<file path="src/rtl/button_conditioner_pkg.sv">
// button_conditioner_pkg
//   Shared constants for the button conditioning slice.
//   - Bit positions inside button_word / accel_word.
//   - Debounce state encoding (legacy one-bit RELEASED/PRESSED).
//   - Saturating add used by the steering magnitude ramp.
package button_conditioner_pkg;

  localparam int unsigned WORD_W = 16;
  localparam int unsigned MAG_W  = 15;

  // button_word bit positions
  localparam int unsigned BTN_DOWN        = 0;
  localparam int unsigned BTN_UP          = 1;
  localparam int unsigned BTN_DOWN_STICKY = 2;
  localparam int unsigned BTN_UP_STICKY   = 3;

  // accel_word direction bit (1 = left); magnitude occupies the bits below
  localparam int unsigned ACCEL_DIR_BIT = 15;

  // debounce state encoding
  localparam logic [0:0] RELEASED = 1'b0;
  localparam logic [0:0] PRESSED  = 1'b1;

  // Widened add so a large step near the limit clamps instead of wrapping.
  function automatic logic [MAG_W-1:0] steer_sat_add(
    input logic [MAG_W-1:0] cur,
    input logic [MAG_W-1:0] step,
    input logic [MAG_W-1:0] limit
  );
    logic [MAG_W:0] sum;
    sum = {1'b0, cur} + {1'b0, step};
    if (sum > {1'b0, limit}) begin
      return limit;
    end
    return sum[MAG_W-1:0];
  endfunction

endpackage

</file>
<file path="src/rtl/button_conditioner_if.sv">
// button_conditioner_if
//   CPU-facing bus of the button conditioner.
//   button_rd   : one-cycle strobe, CPU consumed button_word (clears sticky flags)
//   button_word : debounced up/down levels and sticky press flags
//   accel_word  : {direction, steering magnitude}
//   db_level    : debounced levels {up,down,left,right}, 1 = pressed
//   master = CPU side, slave = conditioner side.
interface button_conditioner_if;
  import button_conditioner_pkg::*;

  logic              button_rd;
  logic [WORD_W-1:0] button_word;
  logic [WORD_W-1:0] accel_word;
  logic [3:0]        db_level;

  modport master (
    output button_rd,
    input  button_word,
    input  accel_word,
    input  db_level
  );

  modport slave (
    input  button_rd,
    output button_word,
    output accel_word,
    output db_level
  );

endinterface

</file>
<file path="src/rtl/button_conditioner_debounce_fsm.sv">
// button_conditioner_debounce_fsm
//   One raw active-low button: inversion, 2-flop synchronizer and a
//   RELEASED/PRESSED debounce FSM. A level change is accepted only after
//   DEBOUNCE_CYCLES consecutive synchronized samples disagree with the
//   current level; any agreeing sample restarts the count.
//   clock  : system clock
//   reset  : asynchronous, active-high
//   raw_n  : raw button, active low, asynchronous to clock
//   db     : debounced level, 1 = pressed
//   rise   : one-cycle pulse, coincident with the first cycle db reads pressed
module button_conditioner_debounce_fsm
  import button_conditioner_pkg::*;
#(
  parameter int unsigned DEBOUNCE_CYCLES = 500000
) (
  input  logic clock,
  input  logic reset,
  input  logic raw_n,
  output logic db,
  output logic rise
);

  localparam int unsigned     CNT_W    = $clog2(DEBOUNCE_CYCLES + 1);
  localparam logic [CNT_W-1:0] CNT_LAST = CNT_W'(DEBOUNCE_CYCLES - 1);

  logic             sync_meta;
  logic             sync_s;
  logic [0:0]       state;
  logic [CNT_W-1:0] cnt;

  assign db = (state == PRESSED);

  always_ff @(posedge clock or posedge reset) begin
    if (reset) begin
      sync_meta <= 1'b0;
      sync_s    <= 1'b0;
      state     <= RELEASED;
      cnt       <= '0;
      rise      <= 1'b0;
    end else begin
      sync_meta <= ~raw_n;
      sync_s    <= sync_meta;
      rise      <= 1'b0;
      if (sync_s == db) begin
        cnt <= '0;
      end else if (cnt == CNT_LAST) begin
        cnt   <= '0;
        state <= (state == PRESSED) ? RELEASED : PRESSED;
        rise  <= (state == RELEASED);
      end else begin
        cnt <= cnt + 1'b1;
      end
    end
  end

endmodule

</file>
<file path="src/rtl/button_conditioner.sv">
// button_conditioner
//   Conditions the four raw active-low board buttons into two registered
//   16-bit words for the datapath:
//     button_word : [1]=up level, [0]=down level, [3]=up sticky press,
//                   [2]=down sticky press, [15:4]=0. Sticky flags clear
//                   when the CPU strobes button_rd.
//     accel_word  : [15]=direction (1=left), [14:0]=steering magnitude that
//                   starts at STEER_STEP and ramps by STEER_STEP every
//                   RAMP_DIV cycles up to STEER_MAX while one steer button
//                   is held alone.
//   Ports:
//     clock, reset (async, active-high)
//     up/down/left/right_button_n : raw buttons, active low
//     bus (slave) : button_rd in; button_word, accel_word, db_level out
module button_conditioner
  import button_conditioner_pkg::*;
#(
  parameter int unsigned       DEBOUNCE_CYCLES = 500000,
  parameter int unsigned       RAMP_DIV        = 250000,
  parameter logic [MAG_W-1:0]  STEER_STEP      = 15'd256,
  parameter logic [MAG_W-1:0]  STEER_MAX       = 15'd16383
) (
  input  logic                  clock,
  input  logic                  reset,
  input  logic                  up_button_n,
  input  logic                  down_button_n,
  input  logic                  left_button_n,
  input  logic                  right_button_n,
  button_conditioner_if.slave   bus
);

  localparam int unsigned       RCNT_W    = $clog2(RAMP_DIV + 1);
  localparam logic [RCNT_W-1:0] RCNT_LAST = RCNT_W'(RAMP_DIV - 1);

  logic db_up, db_down, db_left, db_right;
  logic rise_up, rise_down, rise_left, rise_right;

  button_conditioner_debounce_fsm #(.DEBOUNCE_CYCLES(DEBOUNCE_CYCLES)) u_db_up (
    .clock (clock),
    .reset (reset),
    .raw_n (up_button_n),
    .db    (db_up),
    .rise  (rise_up)
  );

  button_conditioner_debounce_fsm #(.DEBOUNCE_CYCLES(DEBOUNCE_CYCLES)) u_db_down (
    .clock (clock),
    .reset (reset),
    .raw_n (down_button_n),
    .db    (db_down),
    .rise  (rise_down)
  );

  button_conditioner_debounce_fsm #(.DEBOUNCE_CYCLES(DEBOUNCE_CYCLES)) u_db_left (
    .clock (clock),
    .reset (reset),
    .raw_n (left_button_n),
    .db    (db_left),
    .rise  (rise_left)
  );

  button_conditioner_debounce_fsm #(.DEBOUNCE_CYCLES(DEBOUNCE_CYCLES)) u_db_right (
    .clock (clock),
    .reset (reset),
    .raw_n (right_button_n),
    .db    (db_right),
    .rise  (rise_right)
  );

  assign bus.db_level = {db_up, db_down, db_left, db_right};

  // ---------------------------------------------------------------------
  // Button word: registered levels plus sticky press flags
  // ---------------------------------------------------------------------
  logic up_lvl_q, down_lvl_q;
  logic up_flag_q, down_flag_q;

  always_ff @(posedge clock or posedge reset) begin
    if (reset) begin
      up_lvl_q    <= 1'b0;
      down_lvl_q  <= 1'b0;
      up_flag_q   <= 1'b0;
      down_flag_q <= 1'b0;
    end else begin
      up_lvl_q    <= db_up;
      down_lvl_q  <= db_down;
      // a press landing on the same cycle as the read survives the clear
      up_flag_q   <= rise_up   | (up_flag_q   & ~bus.button_rd);
      down_flag_q <= rise_down | (down_flag_q & ~bus.button_rd);
    end
  end

  always_comb begin
    bus.button_word                  = '0;
    bus.button_word[BTN_UP]          = up_lvl_q;
    bus.button_word[BTN_DOWN]        = down_lvl_q;
    bus.button_word[BTN_UP_STICKY]   = up_flag_q;
    bus.button_word[BTN_DOWN_STICKY] = down_flag_q;
  end

  // ---------------------------------------------------------------------
  // Steering ramp
  // ---------------------------------------------------------------------
  logic              steer_dir_q;
  logic [MAG_W-1:0]  steer_mag_q;
  logic [RCNT_W-1:0] rcnt_q;
  logic              steer_active_q;
  logic              steer_one;
  logic              steer_start;

  // A single-button hold starts fresh when nothing was steering last cycle
  // (from idle, or one of a both-held pair released), or when the button now
  // held just rose while steering was active: with one button held alone the
  // only way for it to rise is a direction change, including a same-edge
  // swap of left and right.
  always_comb begin
    steer_one   = db_left ^ db_right;
    steer_start = !steer_active_q || (db_left ? rise_left : rise_right);
  end

  always_ff @(posedge clock or posedge reset) begin
    if (reset) begin
      steer_dir_q    <= 1'b0;
      steer_mag_q    <= '0;
      rcnt_q         <= '0;
      steer_active_q <= 1'b0;
    end else if (steer_one) begin
      steer_active_q <= 1'b1;
      if (steer_start) begin
        steer_mag_q <= STEER_STEP;
        steer_dir_q <= db_left;
        rcnt_q      <= '0;
      end else if (rcnt_q == RCNT_LAST) begin
        rcnt_q      <= '0;
        steer_mag_q <= steer_sat_add(steer_mag_q, STEER_STEP, STEER_MAX);
      end else begin
        rcnt_q <= rcnt_q + 1'b1;
      end
    end else begin
      steer_dir_q    <= 1'b0;
      steer_mag_q    <= '0;
      rcnt_q         <= '0;
      steer_active_q <= 1'b0;
    end
  end

  always_comb begin
    bus.accel_word                  = '0;
    bus.accel_word[ACCEL_DIR_BIT]   = steer_dir_q;
    bus.accel_word[MAG_W-1:0]       = steer_mag_q;
  end

endmodule

</file>
<file path="src/flat_wrapper.sv">
// flat-port wrapper written by rule: the top's interface ports become plain ports
module button_conditioner_flat import button_conditioner_pkg::*;
#(
  parameter int unsigned       DEBOUNCE_CYCLES = 500000,
  parameter int unsigned       RAMP_DIV        = 250000,
  parameter logic [MAG_W-1:0]  STEER_STEP      = 15'd256,
  parameter logic [MAG_W-1:0]  STEER_MAX       = 15'd16383
)
  (clock, reset, up_button_n, down_button_n, left_button_n, right_button_n, bus_button_rd, bus_button_word, bus_accel_word, bus_db_level);
  button_conditioner_if bus_i ();
  input  logic clock;
  input  logic reset;
  input  logic up_button_n;
  input  logic down_button_n;
  input  logic left_button_n;
  input  logic right_button_n;
  input wire logic [$bits(bus_i.button_rd)-1:0] bus_button_rd;
  output wire logic [$bits(bus_i.button_word)-1:0] bus_button_word;
  output wire logic [$bits(bus_i.accel_word)-1:0] bus_accel_word;
  output wire logic [$bits(bus_i.db_level)-1:0] bus_db_level;
  assign bus_i.button_rd = bus_button_rd;
  assign bus_button_word = bus_i.button_word;
  assign bus_accel_word = bus_i.accel_word;
  assign bus_db_level = bus_i.db_level;
  button_conditioner #(.DEBOUNCE_CYCLES(DEBOUNCE_CYCLES), .RAMP_DIV(RAMP_DIV), .STEER_STEP(STEER_STEP), .STEER_MAX(STEER_MAX)) u_core (.clock(clock), .reset(reset), .up_button_n(up_button_n), .down_button_n(down_button_n), .left_button_n(left_button_n), .right_button_n(right_button_n), .bus(bus_i));
endmodule
</file>
<file path="config.mk">
export PLATFORM = sky130hd
export DESIGN_NAME = button_conditioner_flat
export DESIGN_NICKNAME = d
export VERILOG_FILES = /design/src/rtl/button_conditioner_pkg.sv /design/src/rtl/button_conditioner_if.sv /design/src/rtl/button_conditioner_debounce_fsm.sv /design/src/rtl/button_conditioner.sv /design/src/flat_wrapper.sv
export SDC_FILE = /design/constraint.sdc
export NUM_CORES = 1
export LEC_CHECK = 0
export ABC_AREA = 1
export ABC_CLOCK_PERIOD_IN_PS = 9500
export BUFFER_PORTS_ARGS = -buffer_cell sky130_fd_sc_hd__buf_2
export CAP_MARGIN = 40
export CELL_PAD_IN_SITES_DETAIL_PLACEMENT = 0
export CELL_PAD_IN_SITES_GLOBAL_PLACEMENT = 1
export CORE_ASPECT_RATIO = 0.5
export CORE_MARGIN = 5
export CORE_UTILIZATION = 48
export DETAILED_ROUTE_END_ITERATION = 10
export PLACE_DENSITY_LB_ADDON = 0.1
export SYNTH_ARGS = -nofsm -noshare
export SYNTH_HDL_FRONTEND = slang
export SYNTH_SLANG_ARGS = --single-unit
</file>
<file path="constraint.sdc">
create_clock -name clock -period 9.5 [get_ports clock]
set_input_delay 0.95 -clock clock [delete_from_list [all_inputs] [get_ports clock]]
set_output_delay 0.95 -clock clock [all_outputs]
set_load 0.05 [all_outputs]
</file>
---- Word level (Yosys, flattened, before mapping) ----
Cells that the tools add are included.
cells by class
  add/subtract/negate cells ............... 6
  order comparisons ....................... 1
  eq/ne operators ......................... 11
  muxes and demuxes ....................... 36
  bitwise gates (word level) .............. 18
  reduce and logical (&&, ||, !) cells .... 6
operators by type and width
  cell                     number
  $mux W19                 8
  $add A19 B1 Y19 const B  4
  $eq A19 B19 Y1 const B   4
  $mux W15                 5
  $mux W18                 3
  $mux W1                  20
  $add A18 B1 Y18 const B  1
  $eq A18 B18 Y1 const B   1
  $add A15 B9 Y16 const B  1
  $gt A16 B14 Y1 const B   1
  $not A1 Y1               13
  $reduce_and A2 Y1        4
  $eq A1 B1 Y1             4
  $ne A3 B3 Y1 const B     1
  $and A1 B1 Y1            2
  $ne A2 B2 Y1 const B     1
  $or A1 B1 Y1             2
  $logic_not A1 Y1         1
  $logic_or A1 B1 Y1       1
  $xor A1 B1 Y1            1
storage, ports and cells
  flip-flop bits (word level) ............. 131
  input port bits ......................... 7
  output and inout bits ................... 36
  word-level logic and storage cells ...... 106

---- Logic depth before layout (Yosys ltp) ----
  depth in word-level cells ............... 10
  depth in mapped cells ................... 9
  depth with buffers taken out ............ 9

---- By module ----
A second synthesis with hierarchy kept.
second synthesis, totals
  cells, all modules ...................... 880
  area total of the unflattened synthesis .. 7208.2 µm²
by module, submodules not included
  module                           instances  cells an instance  area each (µm²)  seq. area each (µm²)
  button_conditioner_debounce_fsm  4          158                1306.3           575.6
  button_conditioner               1          248                1983.2           800.8

---- Least setup slack after synthesis ----
No wires, ideal clock.
  path type ............................... flip-flop to output port
  from .................................... reg, netlist name u_core.steer_mag_q[6]
  to ...................................... out bus_accel_word[1]
  arrival ................................. 1.014 ns
  data required time ...................... 8.550 ns
  slack ................................... 7.536 ns
  cell stages (with the launch flop) ...... 2
  path buffers ............................ 1
  cell sequence ........................... dfrtp_1 buf_4
RTL lines
  what       line                source
  to (decl)  flat_wrapper.sv:19  output wire logic [$bits(bus_i.accel_word)-1:0] bus_accel_word;

---- Worst setup path after layout ----
  from .................................... reg u_core.u_db_left.state, in the netlist u_core.u_db_left.db
  to ...................................... out bus_db_level[1]
RTL lines
  what                    line                                   source
  from (decl)             button_conditioner_debounce_fsm.sv:28  logic [0:0] state;
  from (signal assigned)  button_conditioner_debounce_fsm.sv:48  state <= (state == PRESSED) ? RELEASED : PRESSED;
  to (decl)               flat_wrapper.sv:20                     output wire logic [$bits(bus_i.db_level)-1:0] bus_db_level;
No word-level cell between the ends.

==> flow_metrics.env <==
export IMPL_status="completed"
export IMPL_htree_levels=4
export IMPL_cts_tree="yes"
export IMPL_final_hold_viol_count=0
export IMPL_p_sw_share_pct=23.7
export IMPL_routed_via_density=4.80
export IMPL_post_cts_buffers=0
export IMPL_gp_congestion=0.856
export IMPL_fin_crit_sh_pct=23.0
export IMPL_cp_start_kind="flop"
export IMPL_synth_ff_type="dfrtp_1"
export IMPL_switchingPower_mw=0.298
export IMPL_cts_hold_fix_buffers=0
export IMPL_synth_seq_area_share_pct=45.7
export IMPL_final_cell_mix="nor2_1, nand2_1, dfrtp_1"
export IMPL_critical_path_buf_inv_count=1
export IMPL_power_leakage_nw=3.50
export IMPL_max_cap_violations=0
export IMPL_vias=5589
export IMPL_portBuffers=30
export IMPL_clockBufferDepth=2
export IMPL_clkPwrFrac_pct=53.9
export IMPL_synth_edf_count=0
export IMPL_synth_async_reset_ratio_pct=100
export IMPL_pwr_share_comb_pct=3.2
export IMPL_max_freq_mhz=459
export IMPL_stdcell_count=1165
export IMPL_drive_gt1_share_pct=7.40
export IMPL_syn_area_per_cell_um2=7.31
export IMPL_netlist_instances=928
export IMPL_critPathKind="flop to primary output"
export IMPL_firstDrtPassIters=5
export IMPL_placedCellCount=1133
export IMPL_cts_resized=0
export IMPL_finalClockSkew_ps=8.30
export IMPL_grt_pass1_wl_mm=24.6
export IMPL_drt_iter0_markers=344
export IMPL_rsz0062_at_grt="false"
export IMPL_ys_warn_count=0
export IMPL_path_delay_family="flip-flops"
export IMPL_p_int_mw=0.958
export IMPL_die_area_um2=16800
export IMPL_cts_buffers=17
export IMPL_hold_class="flop to flop"
export IMPL_dieHeight_um=94.1
export IMPL_cts_sinks=124
export IMPL_clk_latency_ps=420
export IMPL_pin_count=43
export IMPL_area_delta_synth_final_pct=12.4
export IMPL_antennaDiodeCount=0
export IMPL_critical_path_slowest_cell="dfrtp_1"
export IMPL_tns_ps=0
export IMPL_synth_seq_cells=124
export IMPL_grt_pass1_vias=5195
export IMPL_drc=0
export IMPL_routed_wl_mm=14.5
export IMPL_nets=975
export IMPL_arrival_ps=1230
export IMPL_clkTransAtPathRegs_ps=60
export IMPL_worstMarginPinSlew_ps=809
export IMPL_crit_path_max_fanout=7
export IMPL_initial_core_util_pct=49.5
export IMPL_finalMaxSlewViolations=0
export IMPL_antenna_found_initial=0
export IMPL_ant_nets=0
export IMPL_coreArea_um2=13700
export IMPL_relSlewSlack_pct=46.1
export IMPL_power_density_nw_per_um2=165
export IMPL_grt_util_all_layers_pct=18.2
export IMPL_synth_cell_area_um2=6780
export IMPL_placementRows=30
export IMPL_grt_max_degree=68
export IMPL_max_stage_delay_ps=490
export IMPL_crit_required_ps=8550
export IMPL_ys_types=28
export IMPL_seqPwrFrac_pct=42.9
export IMPL_max_vdd_ir_drop_mv=0.115
export IMPL_die_w_um=178
export IMPL_grt_overflow=0
export IMPL_setup_viol_count_final=0
export IMPL_root_buffer="clkbuf_16"
export IMPL_dp_hpwl_mm=10.3
export IMPL_fin_crit_ps=2180
export IMPL_end_kind="primary output"
export IMPL_worstPathCellList="buf_2"
export IMPL_wl_per_cell_um=12.4
export IMPL_mostFrequentLayoutCell="nor2_1"
metal layers:
layer / vias up / part of all wire [%] / track usage (%)
met5: - / 0 / 0
met4: 0 / 0.66 / 4.05
met3: 10 / 3.7 / 4.62
met2: 91 / 45 / 28.8
met1: 2599 / 51 / 25.4
li1: 2889 / - / -
worst reg2reg max path, cell delays in order (launching register included):
cell and delay, ps:
dfrtp_1 400, ha_1 180, nand2_1 50, inv_1 90
nand2_1 130, nor2_1 230, nand2_1 120, nand2_1 420
nand3_1 130, nand2_1 80
power groups by stage:
stage / Combinational (mW) / Clock, mW / Sequential, mW
3_5_place_dp: 0.0413 / 0 / 0.548
2_1_floorplan: 0.0349 / 0 / 0.547
6_report: 0.0399 / 0.678 / 0.539
3_3_place_gp: 0.0402 / 0 / 0.548
5_1_grt: 0.0467 / 0.717 / 0.539
4_1_cts: 0.0414 / 0.688 / 0.539
cell families after synthesis:
group,Yosys count,synth area share [%]
AO/OA/AOI/OAI,22,1.90
flip-flops,124,45.7
other,1,0.0553
buffers and inverters,136,9.24
XOR/XNOR,51,6.58
adder cells (fa/ha/maj),8,1.48
AND/OR/NAND/NOR,586,35.0
state kept, by name (all words and copies together), names as in the netlist, 8 cells and up:
name                   cells
u_core.u_db_right.cnt     19
u_core.u_db_down.cnt      19
u_core.u_db_up.cnt        19
u_core.u_db_left.cnt      19
u_core.rcnt_q             18
u_core.steer_mag_q         8
worst paths after layout:
kind,slack [ps],start,cells after the start,to
min reg2reg,350,u_core.u_db_up.sync_meta,0,u_core.u_db_up.sync_s
max,7320,u_core.u_db_left.db,1,bus_db_level[1]
min,350,u_core.u_db_up.sync_meta,0,u_core.u_db_up.sync_s
min in group asynchronous,690,reset,2,u_core.u_db_right.sync_meta
max in group asynchronous,7540,reset,3,u_core.u_db_left.cnt[11]
max reg2reg,7620,u_core.rcnt_q[0],9,u_core.steer_mag_q[8]
Yosys cell counts (all sizes together) (3+ instances only):
cell / n / area share (%)
xor2: 45 / 5.8
inv: 105 / 5.8
nor2: 251 / 14
o21ai: 11 / 0.81
buf: 30 / 3.4
nand3: 57 / 4.3
nor3b: 5 / 0.55
nand4: 15 / 1.4
nor3: 18 / 1.3
nand2: 236 / 13
dfrtp: 124 / 46
ha: 8 / 1.5
a21oi: 4 / 0.35
xnor2: 6 / 0.77
o21bai: 3 / 0.33
area by class of cell:
type | instances | area (um2)
fillers | 1319 | 6080
flip-flops and latches | 124 | 3100
multi-input cells | 679 | 3100
clock buffers | 17 | 425
inverters | 105 | 397
well taps | 192 | 240
clock inverters | 15 | 189
repair buffers | 33 | 173
metrics by stage:
step                      area, um2  util, %  setup slack (ps)  total power, mW  hold WS (ps)
final                          7620     55.6              7320             1.26           347
after global routing           7620     55.6              7210             1.30           352
after CTS                      7620     55.6              7300             1.27           348
after detailed placement       7010     51.2              6980            0.590           336
after global placement         7000     51.1              7010            0.588           334
after floorplan                6830        -              5250            0.582           331
Note: power is estimated with default switching activity, not from simulation.
